File: src/rtl/fetch_pkg.sv
`default_nettype none
// ----------------------------------------------------------------------------
// fetch_pkg : shared types and constants for the instruction fetch stage
// Revision  : 1.0
// ----------------------------------------------------------------------------
package fetch_pkg;

  localparam int ADDR_WIDTH_POW = 6;
  localparam int ADDR_WIDTH     = 1 << ADDR_WIDTH_POW;
  localparam int INSTR_BYTES    = 4;

  localparam logic [31:0] NOP_INSTR = 32'h0000_0013;

  typedef enum logic [0:0] {
    FETCH = 1'b0,
    HALT  = 1'b1
  } fetch_state_t;

  typedef struct packed {
    logic [ADDR_WIDTH-1:0] pc;
    logic [31:0]           instr;
  } fetch_entry_t;

endpackage
`default_nettype wire

File: src/rtl/fetch_buffer.sv
`default_nettype none
// ----------------------------------------------------------------------------
// fetch_buffer : 2-entry in-order FIFO of {pc, instr} with synchronous flush
// Revision     : 1.0
// ----------------------------------------------------------------------------
module fetch_buffer
  import fetch_pkg::*;
(
  input  logic         clk,
  input  logic         rst,
  input  logic         i_flush,
  input  logic         i_push,
  input  logic         i_pop,
  input  fetch_entry_t i_entry,
  output logic         o_valid,
  output fetch_entry_t o_head,
  output logic [1:0]   o_count
);

  fetch_entry_t r_mem [2];
  logic         r_rd_ptr;
  logic         r_wr_ptr;
  logic [1:0]   r_count;
  logic         w_pop;
  logic         w_push;

  assign w_pop  = i_pop & (r_count != 2'd0);
  // When full, a push only fits if the head leaves in the same cycle.
  assign w_push = i_push & ((r_count != 2'd2) | w_pop);

  always_ff @(posedge clk) begin
    if (rst || i_flush) begin
      r_rd_ptr <= 1'b0;
      r_wr_ptr <= 1'b0;
      r_count  <= 2'd0;
    end else begin
      if (w_push) r_wr_ptr <= ~r_wr_ptr;
      if (w_pop)  r_rd_ptr <= ~r_rd_ptr;
      case ({w_push, w_pop})
        2'b10:   r_count <= r_count + 2'd1;
        2'b01:   r_count <= r_count - 2'd1;
        default: r_count <= r_count;
      endcase
    end
  end

  always_ff @(posedge clk) begin
    if (!rst && !i_flush && w_push) r_mem[r_wr_ptr] <= i_entry;
  end

  assign o_valid = (r_count != 2'd0);
  assign o_head  = o_valid ? r_mem[r_rd_ptr] : '0;
  assign o_count = r_count;

endmodule
`default_nettype wire

File: src/rtl/fetch_unit.sv
`default_nettype none
// ----------------------------------------------------------------------------
// fetch_unit : PC owner and instruction fetch stage feeding decode
// Revision   : 1.0
// ----------------------------------------------------------------------------
module fetch_unit #(
  parameter int                    ADDR_WIDTH_POW = 6,
  parameter int                    ADDR_WIDTH     = 1 << ADDR_WIDTH_POW,
  parameter int                    MEM_DEPTH_POW  = 10,
  parameter int                    MEM_DEPTH      = 1 << MEM_DEPTH_POW,
  parameter logic [ADDR_WIDTH-1:0] RESET_PC       = '0
) (
  input  logic                  clk_in,
  input  logic                  reset_in,
  input  logic                  redirect_valid_in,
  input  logic [ADDR_WIDTH-1:0] redirect_addr_in,
  output logic [ADDR_WIDTH-1:0] imem_addr_out,
  input  logic [31:0]           imem_instr_in,
  output logic                  fetch_valid_out,
  input  logic                  fetch_ready_in,
  output logic [ADDR_WIDTH-1:0] fetch_pc_out,
  output logic [31:0]           fetch_instr_out,
  output logic                  fault_out
);

  import fetch_pkg::*;

  localparam logic [ADDR_WIDTH-1:0] C_PC_LIMIT = ADDR_WIDTH'(MEM_DEPTH * INSTR_BYTES);
  localparam logic [ADDR_WIDTH-1:0] C_PC_STEP  = ADDR_WIDTH'(INSTR_BYTES);

  generate
    if (ADDR_WIDTH != fetch_pkg::ADDR_WIDTH) begin : g_bad_addr_width
      $error("fetch_unit: ADDR_WIDTH must match fetch_pkg::ADDR_WIDTH");
    end
    if ((RESET_PC[1:0] != 2'b00) || (RESET_PC >= C_PC_LIMIT)) begin : g_bad_reset_pc
      $error("fetch_unit: RESET_PC must be word aligned and inside instruction memory");
    end
  endgenerate

  fetch_state_t          r_state;
  fetch_state_t          w_state_next;
  logic [ADDR_WIDTH-1:0] r_pc;
  logic [ADDR_WIDTH-1:0] w_pc_next;
  logic                  w_push;
  logic                  w_pop;
  logic [1:0]            w_count;
  fetch_entry_t          w_entry;
  fetch_entry_t          w_head;

  assign w_pop  = fetch_valid_out & fetch_ready_in;
  assign w_push = (r_state == FETCH) & ~redirect_valid_in & ((w_count != 2'd2) | w_pop);

  always_ff @(posedge clk_in) begin
    if (reset_in) begin
      r_state <= FETCH;
      r_pc    <= RESET_PC;
    end else begin
      r_state <= w_state_next;
      r_pc    <= w_pc_next;
    end
  end

  // State tracks validity of the pc it will hold, so HALT persists until redirected.
  always_comb begin
    w_pc_next    = r_pc;
    w_state_next = r_state;
    if (redirect_valid_in) begin
      w_pc_next = redirect_addr_in;
    end else if (w_push) begin
      w_pc_next = r_pc + C_PC_STEP;
    end
    if ((w_pc_next[1:0] != 2'b00) || (w_pc_next >= C_PC_LIMIT)) begin
      w_state_next = HALT;
    end else begin
      w_state_next = FETCH;
    end
  end

  assign w_entry = '{pc: r_pc, instr: imem_instr_in};

  fetch_buffer u_buffer (
    .clk     (clk_in),
    .rst     (reset_in),
    .i_flush (redirect_valid_in),
    .i_push  (w_push),
    .i_pop   (w_pop),
    .i_entry (w_entry),
    .o_valid (fetch_valid_out),
    .o_head  (w_head),
    .o_count (w_count)
  );

  assign imem_addr_out   = (r_state == FETCH) ? r_pc : '0;
  assign fetch_pc_out    = w_head.pc;
  assign fetch_instr_out = w_head.instr;
  assign fault_out       = (r_state == HALT);

endmodule
`default_nettype wire

File: config.mk
export PLATFORM = sky130hd
export DESIGN_NAME = fetch_unit
export DESIGN_NICKNAME = d
export VERILOG_FILES = /design/src/rtl/fetch_pkg.sv /design/src/rtl/fetch_buffer.sv /design/src/rtl/fetch_unit.sv
export SDC_FILE = /design/constraint.sdc
export NUM_CORES = 1
export LEC_CHECK = 0
export CORE_MARGIN = 4
export CORE_UTILIZATION = 55
export CTS_CLUSTER_DIAMETER = 200
export DETAILED_ROUTE_END_ITERATION = 16
export PLACE_DENSITY = 0.95
export SYNTH_ARGS = -nofsm -noshare
export SYNTH_HDL_FRONTEND = slang
export SYNTH_HIERARCHICAL = 1
export SYNTH_SLANG_ARGS = --single-unit
File: constraint.sdc
create_clock -name clk_in -period 6.76 [get_ports clk_in]
set_input_delay 1.014 -clock clk_in [delete_from_list [all_inputs] [get_ports clk_in]]
set_output_delay 1.014 -clock clk_in [all_outputs]
set_load 0.02 [all_outputs]
==> results.json, run 1 <==
{
  "cts_resized": 0,
  "core_area_um2": 21820,
  "synthAdderAreaFrac_pct": 0.1027,
  "worst-path-max-fanout": 54,
  "maxSlewViolCount": 0,
  "routed_wl_mm": 36.30,
  "first_global_vias": 9668,
  "place_ws_ps": 2348,
  "numCtsBuffers": 26,
  "fp.dieH_um": 156.8,
  "overflow": 0,
  "setup_tns_ps": 0,
  "min_path_type": "reg2reg",
  "synthCells": 1086,
  "mostFrequentLayoutCell": "clkdlybuf4s50_1",
  "synth_ff_type": "edfxtp_1",
  "worst_path_largest_cell_delay_ps": 870,
  "layout_common_cells": "clkdlybuf4s50_1, nor2_1, edfxtp_1, mux2i_1, dfxtp_1",
  "layout.nets": 1429,
  "ys_seq_elements": 262,
  "clk_latency_ps": 530,
  "post-cts-setup-buffers": 0,
  "rows": 54,
  "cts_sinks": 262,
  "critPathTopFamily": "buffers and inverters",
  "required_ps": 5750,
  "cts.clk_slew.worst_paths_ps": 70,
  "finClkSkew_ps": 14.06,
  "wl_met1_mm": 13.92,
  "p_total_w": 0.003668,
  "dpl.hpwl_mm": 24.95,
  "grt_pass1_wl_mm": 54.94,
  "numPlacedInstances": 1580,
  "worst_slew_pin_slew_ps": 1047,
  "synth_xor_xnor_area_share_pct": 2.301,
  "slew_headroom_pct": 30.21,
  "layoutNonFillerInstCount": 1628,
  "rsz0062_at_grt": "false",
  "leakagePower_nw": 5.142,
  "antenna_found_initial": 0,
  "syn_avg_cell_area_um2": 11.21,
  "die-area_um2": 24590,
  "async_flop_share_pct": 0,
  "ys.warnings.count": 6,
  "layout-drive-gt1-share_pct": 5.638,
  "cts_tree": "yes",
  "hold_buffers": 0,
  "die_w_um": 156.8,
  "cp_data_arrival_time_ps": 3360,
  "drv_cap": 0,
  "endpoint_kind": "primary output",
  "vias": 9944,
  "fmax_mhz": 228.6,
  "status": "finished, final reports clean",
  "setup_ws_ps": 2386,
  "initial_core_util_pct": 55.80,
  "route.met2.wl_mm": 17.71,
  "irDropWorstVdd_uv": 157.3,
  "detail-route-antenna-nets": 0,
  "fin_crit_sh_pct": 64.70,
  "grt_use_total_pct": 28.62,
  "critPathSlowestCell": "dfxtp_4",
  "synth_simple_gate_area_share_pct": 20.46,
  "diodes": 0,
  "synth_edf_count": 192,
  "crit_chain": "buf_4, mux2i_1, nor2_1, clkdlybuf4s50_1",
  "powerDensity_nw_per_um2": 231.1,
  "top_layer": "met4",
  "ys_seq_area_share_pct": 58.85,
  "setup_viol_count_final": 0,
  "hold_viol_final": 0,
  "routedWlPerCell_um": 22.30,
  "start_kind": "flop",
  "worst-path-buf-inv": 2,
  "syn_area_um2": 12180,
  "n_fill_cell": 1495,
  "cts_root_buf": "clkbuf_16",
  "ys_types": 66,
  "firstDrtPassIters": 6,
  "synth_compound_gate_area_share_pct": 6.884,
  "gp_congestion": 0.9602,
  "vias_per_cell": 6.108,
  "ios": 262,
  "drtIter0Drc": 1100,
  "numPortBuffers": 261,
  "holdWs_ps": 484.5,
  "drcViolationCount": 0,
  "critPathKind": "reg2out",
  "wl_met3_mm": 3.126,
  "clockBufferDepth": 3,
  "layout_min_cycle_time_ps": 4374,
  "htreeDepth": 1,
  "synth_top_family_by_area": "simple AND/OR/NAND/NOR gates",
  "grt_max_degree": 97,
  "synth.area.mux_share_pct": 8.805,
  "areaGrowthSynthToFinish_pct": 30.32,
  "syn_nets": 1187
}
final cells by class:
| class | instances | area [um2] | share of cell area [%] |
|---|---|---|---|
| sequential | 262 | 7172 | 45.19 |
| multi-input combinational | 751 | 4701 | 29.62 |
| timing repair buffer | 272 | 2688 | 16.93 |
| clock buffer | 28 | 679.4 | 4.281 |
| tap | 280 | 350.3 | 2.208 |
| clock inverter | 20 | 224.0 | 1.411 |
| inverter | 15 | 56.30 | 0.3548 |
flip-flops by register name (all words and copies together) (netlist names), named ones only:
name	cells
u_buffer/o_count	2
r_pc	64
fault_out	1
u_buffer/r_mem	192
u_buffer/r_wr_ptr	1
u_buffer/r_rd_ptr	1
synth_stat cells (9+ instances only):
| cell type | n | area, um2 |
|---|---|---|
| nor2_1 | 201 | 754.5 |
| edfxtp_1 | 192 | 5766 |
| mux2i_1 | 106 | 1061 |
| dfxtp_1 | 70 | 1401 |
| nor2b_1 | 64 | 400.4 |
| nand2_1 | 54 | 202.7 |
| clkbuf_1 | 33 | 123.9 |
| nor3_1 | 32 | 160.2 |
| nand4_1 | 29 | 181.4 |
| a21oi_1 | 28 | 140.1 |
| nand3_1 | 28 | 140.1 |
| nor4_1 | 28 | 175.2 |
| xnor2_1 | 18 | 157.7 |
| nand2b_1 | 15 | 93.84 |
| inv_1 | 14 | 52.55 |
| o31ai_1 | 14 | 105.1 |
| xor2_1 | 14 | 122.6 |
| buf_2 | 10 | 50.05 |
| and4_1 | 9 | 78.83 |
kinds of logic after synthesis:
kind of cell	Yosys count
buffers and inverters	73
muxes	107
DFF	262
and+or+nand+nor	497
AOI/OAI and AO/OA	114
adders and majority gates	1
xor gates and xnor gates	32
path summary, 6_finish.rpt:
check | slack (ps) | startpoint | to | depth (start not counted)
setup / recovery | 2390 | flop | fetch_pc_out[32] | 4
hold / removal | 480 | r_pc[58] | u_buffer/r_mem[0][90] | 0
setup reg to reg | 2910 | r_pc[4] | fault_out | 8
hold reg to reg | 480 | r_pc[58] | u_buffer/r_mem[0][90] | 0
per-stage QoR:
| step | utilization (%) | cell area [um2] |
|---|---|---|
| CTS | 72.72 | 15870 |
| global placement | 68.58 | 14970 |
| global route | 72.72 | 15870 |
| finish | 72.72 | 15870 |
| detailed placement | 68.58 | 14970 |
| floorplan | - | 12180 |
power by group:
group | internal (W) | leakage [nW] | switching [W]
registers | 0.00176 | 2.31 | 0.0000638
clock network | 0.000885 | 0.416 | 0.000617
logic | 0.000161 | 2.41 | 0.000178
per-layer routing:
layer | GRT usage (%) | vias to the layer above
li1 | - | 4480
met1 | 38.73 | 4758
met2 | 46.87 | 594
met3 | 4.038 | 112
met4 | 11.61 | 0
met5 | 0 | -
worst register-to-register path: cells and delay by family, from the launching register on:
family	cells	cell delay (ps)
AOI/OAI and AO/OA	4	1120
DFF	1	560
and+or+nand+nor	4	2020
Power figures use the tool's default switching activity.
==> run 2: changes to the inputs <==
- CORE_UTILIZATION: 55 -> 51
- PLACE_DENSITY: 0.95 -> 0.92
- clock period: 6.76 -> 4.2 ns (I/O delays scaled with it)
==> run 2 against run 1 <==
Register-to-register slack got worse by 2300 ps. Non-clock buffer count rose by 13. Worst setup slack got worse by 1800 ps. Clock skew rose by 16 ps. Critical path type is now reg2reg. Routed wire length rose by 1.3%. Sequential power rose by 61%. Clock power rose by 65%.
==> results.json, run 2 (synthesis results as in run 1) <==
{
  "cts_tree": "yes",
  "leakagePower_nw": 5.242,
  "vias_per_cell": 5.879,
  "slew_headroom_pct": 27.68,
  "status": "finished, final reports clean",
  "htreeDepth": 1,
  "gp_congestion": 0.9848,
  "clk_latency_ps": 550,
  "numCtsBuffers": 28,
  "place_ws_ps": 459.2,
  "worst_slew_pin_slew_ps": 1085,
  "setup_tns_ps": 0,
  "max_flop_register": "u_buffer/r_mem",
  "endpoint_kind": "flop",
  "layout_common_cells": "clkdlybuf4s50_1, nor2_1, edfxtp_1, mux2i_1, dfxtp_1",
  "routed_wl_mm": 36.77,
  "critPathKind": "reg2reg",
  "layout-drive-gt1-share_pct": 6.300,
  "min_path_type": "in2reg",
  "start_kind": "flop",
  "hold_buffers": 0,
  "antenna_found_initial": 0,
  "setup_ws_ps": 598.8,
  "fmax_mhz": 277.7,
  "irDropWorstVdd_uv": 293.4,
  "layout.nets": 1444,
  "drcViolationCount": 0,
  "hold_viol_final": 0,
  "maxSlewViolCount": 0,
  "ios": 262,
  "diodes": 0,
  "rows": 56,
  "layout_min_cycle_time_ps": 3601,
  "grt_pass1_wl_mm": 55.39,
  "numPortBuffers": 261,
  "cts.clk_slew.worst_paths_ps": 60,
  "areaGrowthSynthToFinish_pct": 31.99,
  "overflow": 0,
  "mostFrequentLayoutCell": "clkdlybuf4s50_1",
  "worst_path_largest_cell_delay_ps": 810,
  "n_fill_cell": 1707,
  "dpl.hpwl_mm": 25.87,
  "largest_register_ffs": 192,
  "cts_sinks": 262,
  "initial_core_util_pct": 51.88,
  "fp.dieH_um": 162.5,
  "cp_data_arrival_time_ps": 3970,
  "whs_path_depth": 3,
  "required_ps": 4570,
  "crit_chain": "nand4_1, nor4_2, a311oi_1, a221oi_1, o311ai_0, or4_1, nor3_1, a41oi_1",
  "drv_cap": 0,
  "routedWlPerCell_um": 21.84,
  "die-area_um2": 26410,
  "critPathSlowestCell": "nor4_2",
  "worst-path-max-fanout": 9,
  "finClkSkew_ps": 30.07,
  "first_global_vias": 9749,
  "grt_max_degree": 97,
  "ff_latch_area_um2": 7172,
  "fin_crit_sh_pct": 85.74,
  "rsz0062_at_grt": "false",
  "utilization_pct": 68.48,
  "rr_worst_depth": 8,
  "drtIter0Drc": 1098,
  "die_w_um": 162.5,
  "cts_root_buf": "clkbuf_16",
  "setup_viol_count_final": 0,
  "powerDensity_nw_per_um2": 371.3,
  "detail-route-antenna-nets": 0,
  "cts_resized": 0,
  "vias": 9900,
  "multi_input_area_um2": 4701,
  "post-cts-setup-buffers": 0,
  "core_area_um2": 23470,
  "clockBufferDepth": 3,
  "grt_use_total_pct": 26.64,
  "firstDrtPassIters": 5
}
run 2: layer usage:
layer  vias up  wire length, um  global-route usage (%)
met1      4774            14970                   36.06
met2       517            17350                   43.33
met4         0             1487                   10.19
met5         -                0                       0
li1       4508                -                       -
met3       101             2966                   4.530
run 2: final timing paths:
path	startpoint	to	slack (ps)
hold reg to reg	r_pc[58]	u_buffer/r_mem[0][90]	510
hold / removal	reset_in	u_buffer/o_count[0]	440
setup reg to reg	r_pc[4]	fault_out	600
setup / recovery	r_pc[4]	fault_out	600
run 2: per-stage QoR:
step	instances	hold slack [ps]	total power, W	instance area (um2)
CTS	1684	417.7	0.005993	16070
detailed placement	1632	489.3	0.003539	15150
global route	1684	420.9	0.006146	16070
floorplan	1086	423.7	0.003228	12180
global placement	1632	459.5	0.003525	15150
finish	1684	438.8	0.005968	16070
run 2: critical path: cells and delay by family (launching register included):
kind            cells  cell delay (ps)
simple gates        4             1890
compound gates      4             1020
flops               1              500
run 2: area by class of cell:
cell class,instances,area share [%]
well taps,319,2.483
multi-input cells,751,29.24
repair buffers,285,17.56
clock buffers,31,4.429
flip-flops and latches,262,44.62
clock inverters,21,1.315
inverters,15,0.3503
run 2: where the power goes:
group | leakage (nW) | switching [W] | internal (W)
logic | 2.49 | 0.000291 | 0.000262
registers | 2.31 | 0.000102 | 0.00284
clock network | 0.444 | 0.00101 | 0.00146
